`config.mk`:
```
export PLATFORM = sky130hd
export DESIGN_NAME = dtm_dmi_flat
export DESIGN_NICKNAME = d
export VERILOG_FILES = /design/src/rtl/dtm_dmi_if.sv /design/src/rtl/dtm_dmi.sv /design/src/flat_wrapper.sv
export SDC_FILE = /design/constraint.sdc
export NUM_CORES = 1
export LEC_CHECK = 0
export CAP_MARGIN = 20
export CORE_ASPECT_RATIO = 1.75
export CORE_MARGIN = 10
export CORE_UTILIZATION = 47
export DETAILED_ROUTE_END_ITERATION = 12
export GPL_TIMING_DRIVEN = 1
export PLACE_DENSITY = 0.7
export SYNTH_ARGS = -nofsm -noshare
export SYNTH_HDL_FRONTEND = slang
export SYNTH_SLANG_ARGS = --single-unit
```
`constraint.sdc`:
```
create_clock -name tck -period 2.25 [get_ports tck]
set_clock_uncertainty 0.05 [all_clocks]
set_input_delay 0.3375 -clock tck [delete_from_list [all_inputs] [get_ports tck]]
set_output_delay 0.3375 -clock tck [all_outputs]
set_load 0.05 [all_outputs]
```
`src/rtl/dtm_dmi_if.sv`:
```
// DMI request/response bus between the debug transport module (master) and the Debug Module (slave).
interface dtm_dmi_if #(parameter int ABITS = 7);
  logic             dmi_req_valid;
  logic             dmi_req_ready;
  logic [ABITS-1:0] dmi_req_addr;
  logic [31:0]      dmi_req_data;
  logic [1:0]       dmi_req_op;
  logic             dmi_rsp_valid;
  logic             dmi_rsp_ready;
  logic [31:0]      dmi_rsp_data;
  logic [1:0]       dmi_rsp_op;
  logic             dmi_hardreset;

  modport master (
    output dmi_req_valid, dmi_req_addr, dmi_req_data, dmi_req_op, dmi_rsp_ready, dmi_hardreset,
    input  dmi_req_ready, dmi_rsp_valid, dmi_rsp_data, dmi_rsp_op
  );
  modport slave (
    input  dmi_req_valid, dmi_req_addr, dmi_req_data, dmi_req_op, dmi_rsp_ready, dmi_hardreset,
    output dmi_req_ready, dmi_rsp_valid, dmi_rsp_data, dmi_rsp_op
  );
endinterface

```
`src/rtl/dtm_dmi.sv`:
```
// RISC-V DTM data registers (DTMCS, DMI) in the tck domain, turning DMI scans into DM requests.
// Optional dmihardreset abort path is enabled by defining DTM_HARDRESET_EN.
module dtm_dmi #(
  parameter int          ABITS     = 7,
  parameter logic [2:0]  IDLE_HINT = 3'd1
) (
  input  logic tck,
  input  logic trst,
  input  logic test_logic_reset,
  input  logic capture_dr,
  input  logic shift_dr,
  input  logic update_dr,
  input  logic dtmcs_select,
  input  logic dmi_select,
  input  logic tdi,
  output logic dtmcs_tdo,
  output logic dmi_tdo,
  dtm_dmi_if.master dmi
);
  localparam int         DW     = ABITS + 34;
  localparam logic [5:0] ABITS6 = 6'(ABITS);

  typedef enum logic [1:0] {IDLE, REQ, WAIT} state_t;
  state_t state, state_n;

  logic [31:0]      dtmcs_sr;
  logic [DW-1:0]    dmi_sr;
  logic [1:0]       err;
  logic [ABITS-1:0] last_addr;
  logic [31:0]      rdata;
  logic [ABITS-1:0] req_addr;
  logic [31:0]      req_data;
  logic [1:0]       req_op;
  logic             hardreset_q;

  logic dtmcs_cap, dtmcs_upd, dmi_cap, dmi_upd, dmi_go, hard_upd, rsp_fire;
  logic [1:0] cap_status;

  assign dtmcs_cap = capture_dr && dtmcs_select;
  assign dtmcs_upd = update_dr && dtmcs_select;
  assign dmi_cap   = capture_dr && dmi_select;
  assign dmi_upd   = update_dr && dmi_select;
  assign dmi_go    = dmi_upd && (dmi_sr[1:0] == 2'd1 || dmi_sr[1:0] == 2'd2);
  assign rsp_fire  = (state == WAIT) && dmi.dmi_rsp_valid;

`ifdef DTM_HARDRESET_EN
  assign hard_upd = dtmcs_upd && dtmcs_sr[17];
`else
  assign hard_upd = 1'b0;
`endif

  // Busy is reported off the registered state, so a capture on the rsp edge still sees busy.
  assign cap_status = (err != 2'd0) ? err : ((state != IDLE) ? 2'd3 : 2'd0);

  assign dtmcs_tdo            = dtmcs_sr[0];
  assign dmi_tdo              = dmi_sr[0];
  assign dmi.dmi_req_addr     = req_addr;
  assign dmi.dmi_req_data     = req_data;
  assign dmi.dmi_req_op       = req_op;
  assign dmi.dmi_hardreset    = hardreset_q;

  always_ff @(posedge tck or negedge trst)
    if (!trst) state <= IDLE;
    else       state <= state_n;

  always_comb begin
    state_n           = state;
    dmi.dmi_req_valid = 1'b0;
    dmi.dmi_rsp_ready = 1'b0;
    case (state)
      IDLE: if (dmi_go && err == 2'd0) state_n = REQ;
      REQ: begin
        dmi.dmi_req_valid = 1'b1;
        if (dmi.dmi_req_ready) state_n = WAIT;
      end
      WAIT: begin
        dmi.dmi_rsp_ready = 1'b1;
        if (dmi.dmi_rsp_valid) state_n = IDLE;
      end
      default: state_n = IDLE;
    endcase
    if (hard_upd || test_logic_reset) state_n = IDLE;
  end

  always_ff @(posedge tck or negedge trst) begin
    if (!trst) begin
      dtmcs_sr    <= '0;
      dmi_sr      <= '0;
      err         <= 2'd0;
      last_addr   <= '0;
      rdata       <= '0;
      req_addr    <= '0;
      req_data    <= '0;
      req_op      <= 2'd0;
      hardreset_q <= 1'b0;
    end else if (test_logic_reset) begin
      dtmcs_sr    <= '0;
      dmi_sr      <= '0;
      err         <= 2'd0;
      last_addr   <= '0;
      rdata       <= '0;
      req_addr    <= '0;
      req_data    <= '0;
      req_op      <= 2'd0;
      hardreset_q <= 1'b0;
    end else begin
      hardreset_q <= hard_upd;

      if (dtmcs_cap)
        dtmcs_sr <= {14'b0, 2'b00, 1'b0, IDLE_HINT, err, ABITS6, 4'd1};
      else if (shift_dr && dtmcs_select)
        dtmcs_sr <= {tdi, dtmcs_sr[31:1]};

      if (dmi_cap)
        dmi_sr <= {last_addr, rdata, cap_status};
      else if (shift_dr && dmi_select)
        dmi_sr <= {tdi, dmi_sr[DW-1:1]};

      if (state == IDLE && dmi_go && err == 2'd0) begin
        req_addr  <= dmi_sr[DW-1:34];
        req_data  <= dmi_sr[33:2];
        req_op    <= dmi_sr[1:0];
        last_addr <= dmi_sr[DW-1:34];
      end

      if (rsp_fire) rdata <= dmi.dmi_rsp_data;

      // First error sticks; a later clear (dmireset/dmihardreset) overrides everything.
      if (rsp_fire && dmi.dmi_rsp_op == 2'd2 && err == 2'd0) err <= 2'd2;
      if (err == 2'd0 && state != IDLE && (dmi_go || dmi_cap)) err <= 2'd3;
      if (dtmcs_upd && (dtmcs_sr[16] || hard_upd)) err <= 2'd0;
    end
  end
endmodule

```
`src/flat_wrapper.sv`:
```
// flat-port wrapper written by rule: the top's interface ports become plain ports
module dtm_dmi_flat 
#(
  parameter int          ABITS     = 7,
  parameter logic [2:0]  IDLE_HINT = 3'd1
)
  (tck, trst, test_logic_reset, capture_dr, shift_dr, update_dr, dtmcs_select, dmi_select, tdi, dtmcs_tdo, dmi_tdo, dmi_dmi_req_valid, dmi_dmi_req_addr, dmi_dmi_req_data, dmi_dmi_req_op, dmi_dmi_rsp_ready, dmi_dmi_hardreset, dmi_dmi_req_ready, dmi_dmi_rsp_valid, dmi_dmi_rsp_data, dmi_dmi_rsp_op);
  dtm_dmi_if #(.ABITS(ABITS)) dmi_i ();
  input  logic tck;
  input  logic trst;
  input  logic test_logic_reset;
  input  logic capture_dr;
  input  logic shift_dr;
  input  logic update_dr;
  input  logic dtmcs_select;
  input  logic dmi_select;
  input  logic tdi;
  output logic dtmcs_tdo;
  output logic dmi_tdo;
  output wire logic [$bits(dmi_i.dmi_req_valid)-1:0] dmi_dmi_req_valid;
  output wire logic [$bits(dmi_i.dmi_req_addr)-1:0] dmi_dmi_req_addr;
  output wire logic [$bits(dmi_i.dmi_req_data)-1:0] dmi_dmi_req_data;
  output wire logic [$bits(dmi_i.dmi_req_op)-1:0] dmi_dmi_req_op;
  output wire logic [$bits(dmi_i.dmi_rsp_ready)-1:0] dmi_dmi_rsp_ready;
  output wire logic [$bits(dmi_i.dmi_hardreset)-1:0] dmi_dmi_hardreset;
  input wire logic [$bits(dmi_i.dmi_req_ready)-1:0] dmi_dmi_req_ready;
  input wire logic [$bits(dmi_i.dmi_rsp_valid)-1:0] dmi_dmi_rsp_valid;
  input wire logic [$bits(dmi_i.dmi_rsp_data)-1:0] dmi_dmi_rsp_data;
  input wire logic [$bits(dmi_i.dmi_rsp_op)-1:0] dmi_dmi_rsp_op;
  assign dmi_dmi_req_valid = dmi_i.dmi_req_valid;
  assign dmi_dmi_req_addr = dmi_i.dmi_req_addr;
  assign dmi_dmi_req_data = dmi_i.dmi_req_data;
  assign dmi_dmi_req_op = dmi_i.dmi_req_op;
  assign dmi_dmi_rsp_ready = dmi_i.dmi_rsp_ready;
  assign dmi_dmi_hardreset = dmi_i.dmi_hardreset;
  assign dmi_i.dmi_req_ready = dmi_dmi_req_ready;
  assign dmi_i.dmi_rsp_valid = dmi_dmi_rsp_valid;
  assign dmi_i.dmi_rsp_data = dmi_dmi_rsp_data;
  assign dmi_i.dmi_rsp_op = dmi_dmi_rsp_op;
  dtm_dmi #(.ABITS(ABITS), .IDLE_HINT(IDLE_HINT)) u_core (.tck(tck), .trst(trst), .test_logic_reset(test_logic_reset), .capture_dr(capture_dr), .shift_dr(shift_dr), .update_dr(update_dr), .dtmcs_select(dtmcs_select), .dmi_select(dmi_select), .tdi(tdi), .dtmcs_tdo(dtmcs_tdo), .dmi_tdo(dmi_tdo), .dmi(dmi_i));
endmodule
```
==> key figures, run 1 <==
Drt
  – Post-route ant nets: 0
  – Initial drt markers: 197
  – Vias after detailed routing: approximately 4600
  – DRC: 0
  – WL/cell: 18.1 um
  – Wirelength, routed: between 15000 and 20000 um
  – First-pass DRT Iterations: 6
  – Vias per cell: roughly 5.5

Yosys
  – Synth Register Bits: 150
  – Post-synthesis sequential area ratio: a little under three fifths
  – Gate Count Post-Synth: 571
  – Synth warnings: 0
  – Cell variety after synth: 34
  – Mapped Area: ~6600 um^2
  – Synthesized Nets: 616
  – Syn avg cell area: approximately 12 um^2

GRT
  – GRT overflow: 0
  – Total Routing Usage GR: 16.4%
  – Vias in the first global route: 4912
  – First-pass GRT wire length: between 20000 and 30000 um
  – Largest net degree at the start of global routing: 55
  – Initial antenna violation count: 0

STA
  – Fmax: 456 MHz
  – Final setup vio count: 0
  – Period utilisation layout: 97.5%
  – RSZ-0062 raised after global routing: no
  – Hold Slack: about 0.26 ns
  – Setup TNS: 0 ns
  – Slew margin rel.: 65.9%
  – Final Hold Violating Endpoints: 0
  – Worst Max-Slew Pin Slew: between 0.5 and 0.6 ns
  – Pins Over Slew Limit: 0
  – Final Critical Period: ~2.2 ns

Floorplan
  – Initial core utilization: 47.8%
  – Chip height: 177 um
  – Die area: 19400 um^2
  – Die width: 110 um
  – Core Region: 13800 um^2
  – Ports: between 90 and 100
  – Row cnt: 57

Outcome
  – Status: finished clean

Critical path
  – Worst stage delay on the critical path: 0.87 ns
  – Worst path depth: 1
  – Critical path's slowest cell: clkdlybuf4s50_1
  – Top cell family by delay on the critical path: buffers and inverters
  – Crit path required time: 1.86 ns
  – Critical Path End Type: primary output
  – Startpoint Class: flip-flop
  – Worst reg-to-reg path cell count: 4
  – Crit path buf inv count: 1
  – CP Data Arrival Time: 1.81 ns
  – Setup CP Type: reg -> out
  – Worst-path maximum fanout: 5
  – Critical Path, Cell by Cell: clkdlybuf4s50_1

Power
  – Switch share: 23.5%
  – Psw: 1380 uW
  – Sequential share of power: a little under half
  – Leakage power: 0.00359 uW
  – Combinational group share of total power: 6.8%
  – Pwr/cell area: roughly 700 nW/um^2
  – Total power: just under 6000 uW
  – Peak supply drop: 0.430 mV
  – Internal power: 4470 uW
  – Clock share of power: 46.6%

Placed design
  – DP HPWL: 10100 um
  – # port buffers: just under 90
  – Inst Count DP: 809
  – RD Place Congestion: 0.823

Min path
  – Hold WC Path Type: in -> reg
  – Hold depth: 2

Clock network
  – CTS root buf: clkbuf_16
  – Worst skew pair latency: 0.41 ns
  – Post_cts resized: 0
  – TritonCTS clock tree: done
  – Clk buf depth: 2
  – CTS H-tree lvls: 4
  – CTS Sinks: 150
  – Post-CTS setup buffer count: 0
  – Clock buffer count from CTS: 17
  – Clock-pin slew on the worst setup and hold paths: 0.06 ns

Finish
  – P&R area growth vs syn: 25.8%
  – Nets: around 700
  – N_diodes: 0
  – Layout cells sized above 1: 8.72%
  – Filler Cell Count: 1147
  – Non-Filler Instances: 842

Job
  – Total of max-cap violations: 0
layout by cell type (no fill, tap or decap), types with 2 or more instances in the layout:
cell / instances
a21oi_1: 27
a22o_1: 33
a311oi_1: 2
a31oi_1: 8
buf_12: 7
buf_4: 12
clkbuf_16: 17
clkbuf_8: 2
clkdlybuf4s50_1: 85
clkinv_4: 2
clkinvlp_4: 4
dfrtp_1: 150
inv_1: 3
inv_6: 4
mux2i_1: 80
nand2_1: 66
nand2b_1: 87
nor2_1: 5
nor2b_1: 3
o22ai_1: 2
o2bb2ai_1: 39
path summary, 6_finish.rpt:
kind	slack [ns]	end	from
min in group asynchronous	0.36	u_core.dtmcs_sr[25]$_DFFE_PN0P_	trst
max reg2reg	0.46	u_core.last_addr[1]$_DFFE_PN0P_	u_core.state[0]$_DFFE_PN0P_
max in group asynchronous	1.14	u_core.last_addr[4]$_DFFE_PN0P_	trst
min reg2reg	0.46	u_core.rdata[10]$_DFFE_PN0P_	u_core.rdata[10]$_DFFE_PN0P_
max	0.06	dmi_tdo	u_core.dmi_sr[0]$_DFFE_PN0P_
min	0.26	u_core.state[1]$_DFFE_PN0P_	test_logic_reset
area by class of cell:
class	instances	area, um^2	area share, %
flip-flops and latches	150	3750	45.1
inverters	3	11.3	0.135
clock buffers	20	457	5.49
multi-input cells	373	2650	31.9
repair buffers	107	1110	13.3
clock inverters	12	118	1.41
well taps	177	221	2.66
kinds of logic (layout without fill, tap and decap cells):
family / count (synthesis) / after routing / synth area share, %
AO/OA/AOI/OAI: 117 / 117 / 13.5
XOR/XNOR: 2 / 2 / 0.265
buffers and inverters: 48 / 142 / 3.37
flip-flops: 150 / 150 / 56.8
multiplexers: 80 / 80 / 12.1
other: 1 / 1 / 0.0567
AND/OR/NAND/NOR: 173 / 173 / 13.9
stage by stage:
| step | setup slack (ns) | util (%) | area, um^2 |
|---|---|---|---|
| 2_1_floorplan | 0.451 | - | 6610 |
| 3_3_place_gp | 0.178 | 55.9 | 7730 |
| 3_5_place_dp | 0.124 | 55.9 | 7730 |
| 4_1_cts | 0.0450 | 60.1 | 8320 |
| 5_1_grt | 0.0305 | 60.1 | 8320 |
| 6_report | 0.0559 | 60.1 | 8320 |
registers in the layout, indices dropped and copies added (netlist names):
name and flops:
u_core.dmi.dmi_req_op 2, u_core.dmi_sr 41, u_core.dmi.dmi_req_data 32, u_core.state 2, u_core.dtmcs_sr 32, u_core.err 2, u_core.rdata 32, u_core.last_addr 7
power by group through the flow:
stage | Sequential, uW | Combinational, uW | Clock [uW]
4_1_cts | 2720 | 401 | 2780
5_1_grt | 2720 | 430 | 2890
6_report | 2720 | 396 | 2730
3_5_place_dp | 2770 | 400 | 0
3_3_place_gp | 2770 | 392 | 0
2_1_floorplan | 2780 | 179 | 0
layer usage:
metal  part of all wire [%]  wire, um  global-route usage, %
met1                     41      6200                   19.4
met2                     54      8230                   28.6
met3                    4.7       713                   4.08
met4                   0.93       142                   4.30
met5                      0         0                      0
cells in the mapped netlist (all sizes together):
cell / count / share of area, %
a22o: 33 / 4.4
inv: 3 / 0.17
nor2: 6 / 0.34
xnor2: 1 / 0.13
dfrtp: 150 / 57
clkbuf: 35 / 2.0
or4: 1 / 0.11
nand4b: 1 / 0.13
nor4: 1 / 0.32
o21ai: 1 / 0.076
conb: 1 / 0.057
nand2b: 87 / 8.2
a311oi: 2 / 0.26
and3b: 1 / 0.13
nand2: 67 / 3.8
or2: 2 / 0.23
nor2b: 5 / 0.47
a31oi: 8 / 0.76
a211oi: 1 / 0.11
buf: 10 / 1.2
nand3: 1 / 0.076
o21bai: 1 / 0.11
a22oi: 1 / 0.11
a32o: 1 / 0.15
mux2i: 80 / 12
and2: 1 / 0.095
o2bb2ai: 39 / 5.2
o22ai: 2 / 0.19
xor2: 1 / 0.13
a21oi: 27 / 2.0
a211o: 1 / 0.13
repair_timing:
| item | in CTS | in global routing |
|---|---|---|
| endpoints found under the setup margin | 0 | 0 |
| hold endpoints to repair | 43 | 0 |
| hold buffers | 1 | 0 |
Note: power is estimated with default switching activity, not from simulation.
==> inputs of run 2 (changes only) <==
--- a/config.mk
+++ b/config.mk
@@ -8,10 +8,10 @@
 export CAP_MARGIN = 20
 export CORE_ASPECT_RATIO = 1.75
 export CORE_MARGIN = 10
-export CORE_UTILIZATION = 47
+export CORE_UTILIZATION = 55
 export DETAILED_ROUTE_END_ITERATION = 12
 export GPL_TIMING_DRIVEN = 1
-export PLACE_DENSITY = 0.7
+export PLACE_DENSITY = 0.8
 export SYNTH_ARGS = -nofsm -noshare
 export SYNTH_HDL_FRONTEND = slang
 export SYNTH_SLANG_ARGS = --single-unit
==> run 2 against run 1 <==
Compared with the run above:
- final area shrank 0.20%
- power grew 4.0%
- first-iteration DRC count grew 9.6%
- non-clock buffer count shrank 2
- global-route usage grew 2.3 points
- critical endpoint unchanged
- sequential power is essentially flat
==> key figures, run 2 (same netlist as run 1, synthesis figures left out) <==
Outcome
  – Status: finished clean

GRT
  – Initial antenna violation count: 0
  – Total Routing Usage GR: 18.7%
  – Vias in the first global route: 4972
  – GRT overflow: 0
  – Largest net degree at the start of global routing: 62
  – First-pass GRT wire length: 25100 um

Placed design
  – RD Place Congestion: 0.806
  – Inst Count DP: 767
  – DP HPWL: 9850 um
  – Setup WS pre-CTS: 0.159 ns
  – # port buffers: between 80 and 90
  – Cell Area, Placed: roughly 7700 um^2

Critical path
  – Critical Path, Cell by Cell: clkdlybuf4s50_1
  – Setup CP Type: reg -> out
  – Crit path buf inv count: 1
  – Worst-path maximum fanout: 5
  – Critical path's slowest cell: clkdlybuf4s50_1
  – Startpoint Class: flip-flop
  – Top cell family by delay on the critical path: buffers and inverters
  – Worst stage delay on the critical path: 0.87 ns
  – CP Data Arrival Time: 1.77 ns
  – Crit path required time: around 1.9 ns
  – Critical Path End Type: primary output

STA
  – Final Hold Violating Endpoints: 0
  – Worst Max-Slew Pin Slew: about 0.57 ns
  – Period utilisation layout: between 90% and 100%
  – Final setup margin: approximately 0.096 ns
  – Slew margin rel.: between 60% and 70%
  – Setup TNS: 0 ns
  – Final setup vio count: 0
  – RSZ-0062 raised after global routing: no
  – Final Critical Period: 2.15 ns
  – Fmax: 464 MHz
  – Pins Over Slew Limit: 0

Power
  – Peak supply drop: approximately 0.69 mV
  – Internal power: 4770 uW
  – Leakage power: 0.00361 uW
  – Psw: 1320 uW
  – Switch share: a little over a fifth
  – Combinational group share of total power: 6.5%
  – Clock share of power: 48.7%
  – Pwr/cell area: 733 nW/um^2
  – Sequential share of power: 44.8%

Finish
  – Max reg flops: 41
  – Non-Filler Instances: 800
  – P&R area growth vs syn: 25.6%
  – Layout cells sized above 1: 8.30%
  – Final Cell Area: 8300 um^2
  – Core Util, Final: 69.9%
  – Filler Cell Count: 849
  – Biggest register: u_core.dmi_sr
  – Nets: 695
  – Most frequent cells in the layout: 150 x dfrtp_1, 87 x nand2b_1, 85 x clkdlybuf4s50_1, 80 x mux2i_1, 66 x nand2_1
  – Commonest non-fill, non-tap cell in the layout: dfrtp_1
  – N_diodes: 0

Min path
  – Hold WC Path Type: in -> reg

Clock network
  – CTS root buf: clkbuf_16
  – TritonCTS clock tree: done
  – Worst skew pair latency: between 0.4 and 0.5 ns
  – CTS Sinks: 150
  – Clock buffer count from CTS: 17
  – Post_cts resized: 0
  – Clock-pin slew on the worst setup and hold paths: 0.06 ns
  – CTS H-tree lvls: 4
  – Clk buf depth: 2

Drt
  – WL/cell: around 19 um
  – Wirelength, routed: 15300 um
  – Vias per cell: slightly below 6
  – Post-route ant nets: 0
  – First-pass DRT Iterations: 5
  – Vias after detailed routing: about 4700
  – DRC: 0
  – Initial drt markers: 216

Floorplan
  – Die area: between 15000 and 20000 um^2
  – Ports: 91
  – Chip height: 165 um
  – Core Region: 11900 um^2
  – Row cnt: 53
  – Initial core utilization: 55.7%
  – Die width: 103 um

Job
  – Total of max-cap violations: 0
run 2: path summary, 6_finish.rpt:
path	from	endpoint	slack (ns)	cells after the start
max	u_core.dmi_sr[0]$_DFFE_PN0P_	dmi_tdo	0.1	1
min	test_logic_reset	u_core.state[1]$_DFFE_PN0P_	0.29	2
max reg2reg	u_core.state[1]$_DFFE_PN0P_	u_core.last_addr[5]$_DFFE_PN0P_	0.49	4
max in group asynchronous	trst	u_core.dtmcs_sr[6]$_DFFE_PN0P_	1.02	3
min in group asynchronous	trst	u_core.rdata[25]$_DFFE_PN0P_	0.40	2
min reg2reg	u_core.rdata[18]$_DFFE_PN0P_	u_core.rdata[18]$_DFFE_PN0P_	0.45	1
run 2: layout make-up:
| type | instances | area (um^2) | share of cell area [%] |
|---|---|---|---|
| clock buffers | 20 | 447 | 5.38 |
| clock inverters | 12 | 176 | 2.12 |
| inverters | 3 | 11.3 | 0.136 |
| multi-input cells | 373 | 2650 | 31.9 |
| flip-flops and latches | 150 | 3750 | 45.2 |
| well taps | 137 | 171 | 2.06 |
| repair buffers | 105 | 1090 | 13.2 |
run 2: power groups by stage:
stage	registers, uW	clock network [uW]	logic, uW
after global routing	2720	3130	427
after detailed placement	2770	0	396
after floorplan	2780	0	179
after global placement	2770	0	388
after CTS	2720	3010	400
final	2720	2960	395
run 2: metrics by stage:
stage               hold slack, ns  total power [uW]
finish                       0.291              6080
global placement             0.282              3160
detailed placement           0.290              3170
global route                 0.305              6280
CTS                          0.277              6130
floorplan                 -0.00809              2960
run 2: metal layers:
metal,up-vias,track usage (%),part of all wire [%]
met3,17,2.96,3.4
met4,0,6.48,1.4
met2,116,33.2,55
met5,-,0,0
li1,2155,-,-
met1,2394,22.1,40
run 2: timing repair:
item | in CTS | in global routing
hold buffers | 1 | 0
setup buffers | 0 | 0
endpoints found under the hold margin | 54 | 0
==> inputs of run 3 (changes only) <==
--- a/config.mk
+++ b/config.mk
@@ -7,11 +7,12 @@
 export LEC_CHECK = 0
 export CAP_MARGIN = 20
 export CORE_ASPECT_RATIO = 1.75
-export CORE_MARGIN = 10
 export CORE_UTILIZATION = 55
+export CTS_CLUSTER_DIAMETER = 30
 export DETAILED_ROUTE_END_ITERATION = 12
 export GPL_TIMING_DRIVEN = 1
 export PLACE_DENSITY = 0.8
+export RECOVER_POWER = 100
 export SYNTH_ARGS = -nofsm -noshare
 export SYNTH_HDL_FRONTEND = slang
 export SYNTH_SLANG_ARGS = --single-unit
==> run 3 against run 2 <==
Compared with the run above:
- the run now ends with DRC left
- sequential cell count unchanged
- critical path type unchanged
- final cell count unchanged
- critical path depth unchanged
==> key figures, run 3 (same netlist as run 1, synthesis figures left out) <==
Critical path
  – Critical path's slowest cell: clkdlybuf4s50_1
  – Worst stage delay on the critical path: 0.86 ns
  – Crit path buf inv count: 1
  – Setup CP Type: reg -> out
  – CP Data Arrival Time: 1.77 ns
  – Crit path required time: roughly 1.9 ns
  – Top cell family by delay on the critical path: buffers and inverters
  – Startpoint Class: flip-flop
  – Critical Path End Type: primary output
  – Critical Path, Cell by Cell: clkdlybuf4s50_1
  – Worst-path maximum fanout: 5

STA
  – Slew margin rel.: 2.56%
  – Setup TNS: 0 ns
  – Final Critical Period: about 2.2 ns
  – Period utilisation layout: approximately 96%
  – Worst Max-Slew Pin Slew: 1.46 ns
  – Pins Over Slew Limit: 0
  – Fmax: approximately 460 MHz
  – Final Hold Violating Endpoints: 0
  – Hold Slack: 0.241 ns
  – Final setup vio count: 0
  – RSZ-0062 raised after global routing: no

Drt
  – WL/cell: 18.6 um
  – DRC: 5
  – DR top layer: met4
  – Vias after detailed routing: 4743
  – Routed wl met3: 534 um
  – Met1 wire length: 5930 um
  – Vias per cell: between 5 and 6
  – First-pass DRT Iterations: 9
  – Wirelength, routed: 14900 um
  – Met2 wire len: roughly 8000 um
  – Initial drt markers: 336
  – Post-route ant nets: 0

Placed design
  – # port buffers: 89
  – Inst Count DP: 767
  – Cell Area, Placed: ~7700 um^2
  – RD Place Congestion: 0.781
  – DP HPWL: ~9500 um

Finish
  – Layout cells sized above 1: 7.97%
  – Biggest register: u_core.dmi_sr
  – Final Cell Area: 8340 um^2
  – Commonest non-fill, non-tap cell in the layout: dfrtp_1
  – N_diodes: 0
  – P&R area growth vs syn: 26.1%
  – Non-Filler Instances: 800
  – Most frequent cells in the layout: 150 x dfrtp_1, 87 x nand2b_1, 80 x mux2i_1, 66 x nand2_1
  – Max reg flops: 41
  – Nets: 697

GRT
  – First-pass GRT wire length: about 25000 um
  – GRT overflow: 0
  – Largest net degree at the start of global routing: between 60 and 70
  – Vias in the first global route: about 4800
  – Total Routing Usage GR: around a quarter
  – Initial antenna violation count: 0

Power
  – Peak supply drop: 0.530 mV
  – Leakage power: 0.00378 uW
  – Pwr/cell area: 765 nW/um^2

Clock network
  – CTS Sinks: 150
  – Clock buffer count from CTS: 17
  – Clock-pin slew on the worst setup and hold paths: 0.06 ns
  – CTS root buf: clkbuf_16
  – Worst skew pair latency: 0.42 ns
  – TritonCTS clock tree: done
  – Clk buf depth: 2
  – Post_cts resized: 0
  – CTS H-tree lvls: 4

Min path
  – Hold WC Path Type: in -> reg

Floorplan
  – Core Region: 11600 um^2
  – Initial core utilization: 56.8%
  – Die area: 12500 um^2
  – Die width: 84.9 um
  – Ports: 91
  – Chip height: 147 um
  – Row cnt: 52

Outcome
  – Status: finished with violations
  – Failing checks: DRC

Job
  – Total of max-cap violations: 0
run 3: changes by cell type in the layout (fill, tap and decap cells not counted), moves of 2 or more:
cell / before / now
buf_4: 10 / 7
bufinv_16: 4 / 6
clkbuf_2: 0 / 2
clkdlybuf4s50_1: 85 / 43
clkinv_2: 3 / 0
dlygate4sd3_1: 1 / 43
inv_6: 1 / 3
run 3: area by class of cell:
cell class                 instances  area, um^2
sequential                       150        3750
fill                             802        3310
inverter                           3        11.3
clock inverter                    14         246
multi-input combinational        373        2630
timing repair buffer             107        1090
tap                              135         169
clock buffer                      18         439
run 3: final timing paths:
| check | start | to | slack [ns] | cells past startpoint |
|---|---|---|---|---|
| worst max-delay path | u_core.dmi_sr[0]$_DFFE_PN0P_ | dmi_tdo | 0.1 | 1 |
| worst min-delay path | test_logic_reset | u_core.state[1]$_DFFE_PN0P_ | 0.24 | 2 |
| worst max register to register | u_core.state[0]$_DFFE_PN0P_ | u_core.dmi.dmi_req_data[29]$_DFFE_PN0P_ | 0.15 | 4 |
| worst min register to register | u_core.rdata[24]$_DFFE_PN0P_ | u_core.rdata[24]$_DFFE_PN0P_ | 0.46 | 1 |
| max in group asynchronous | trst | u_core.rdata[12]$_DFFE_PN0P_ | 0.40 | 3 |
| min in group asynchronous | trst | u_core.dtmcs_sr[24]$_DFFE_PN0P_ | 0.77 | 2 |
run 3: through the flow:
stage	util [%]	power (uW)	setup WS, ns
after floorplan	-	2960	0.451
after global placement	66.1	3160	0.305
after detailed placement	66.1	3170	0.215
after CTS	72.0	6430	0.0857
after global routing	71.6	6560	0.0325
final	71.6	6380	0.0967
run 3: layer usage:
layer / vias to the layer above / GRT usage (%)
li1: 2156 / -
met3: 16 / 4.89
met2: 126 / 45.0
met4: 0 / 8.31
met5: - / 0
met1: 2445 / 32.0
run 3: what timing repair did:
item | CTS | global route
setup buffers | 0 | 0
hold buffers | 1 | 0
setup endpoints to repair | 0 | 0
hold endpoints to repair | 63 | 0
run 3: report_power, final:
part | total [uW] | internal (uW) | switching (uW) | leakage, uW
clock | 3270 | 2120 | 1150 | 0.000324
combinational | 387 | 163 | 224 | 0.00137
sequential | 2730 | 2710 | 13.0 | 0.00209
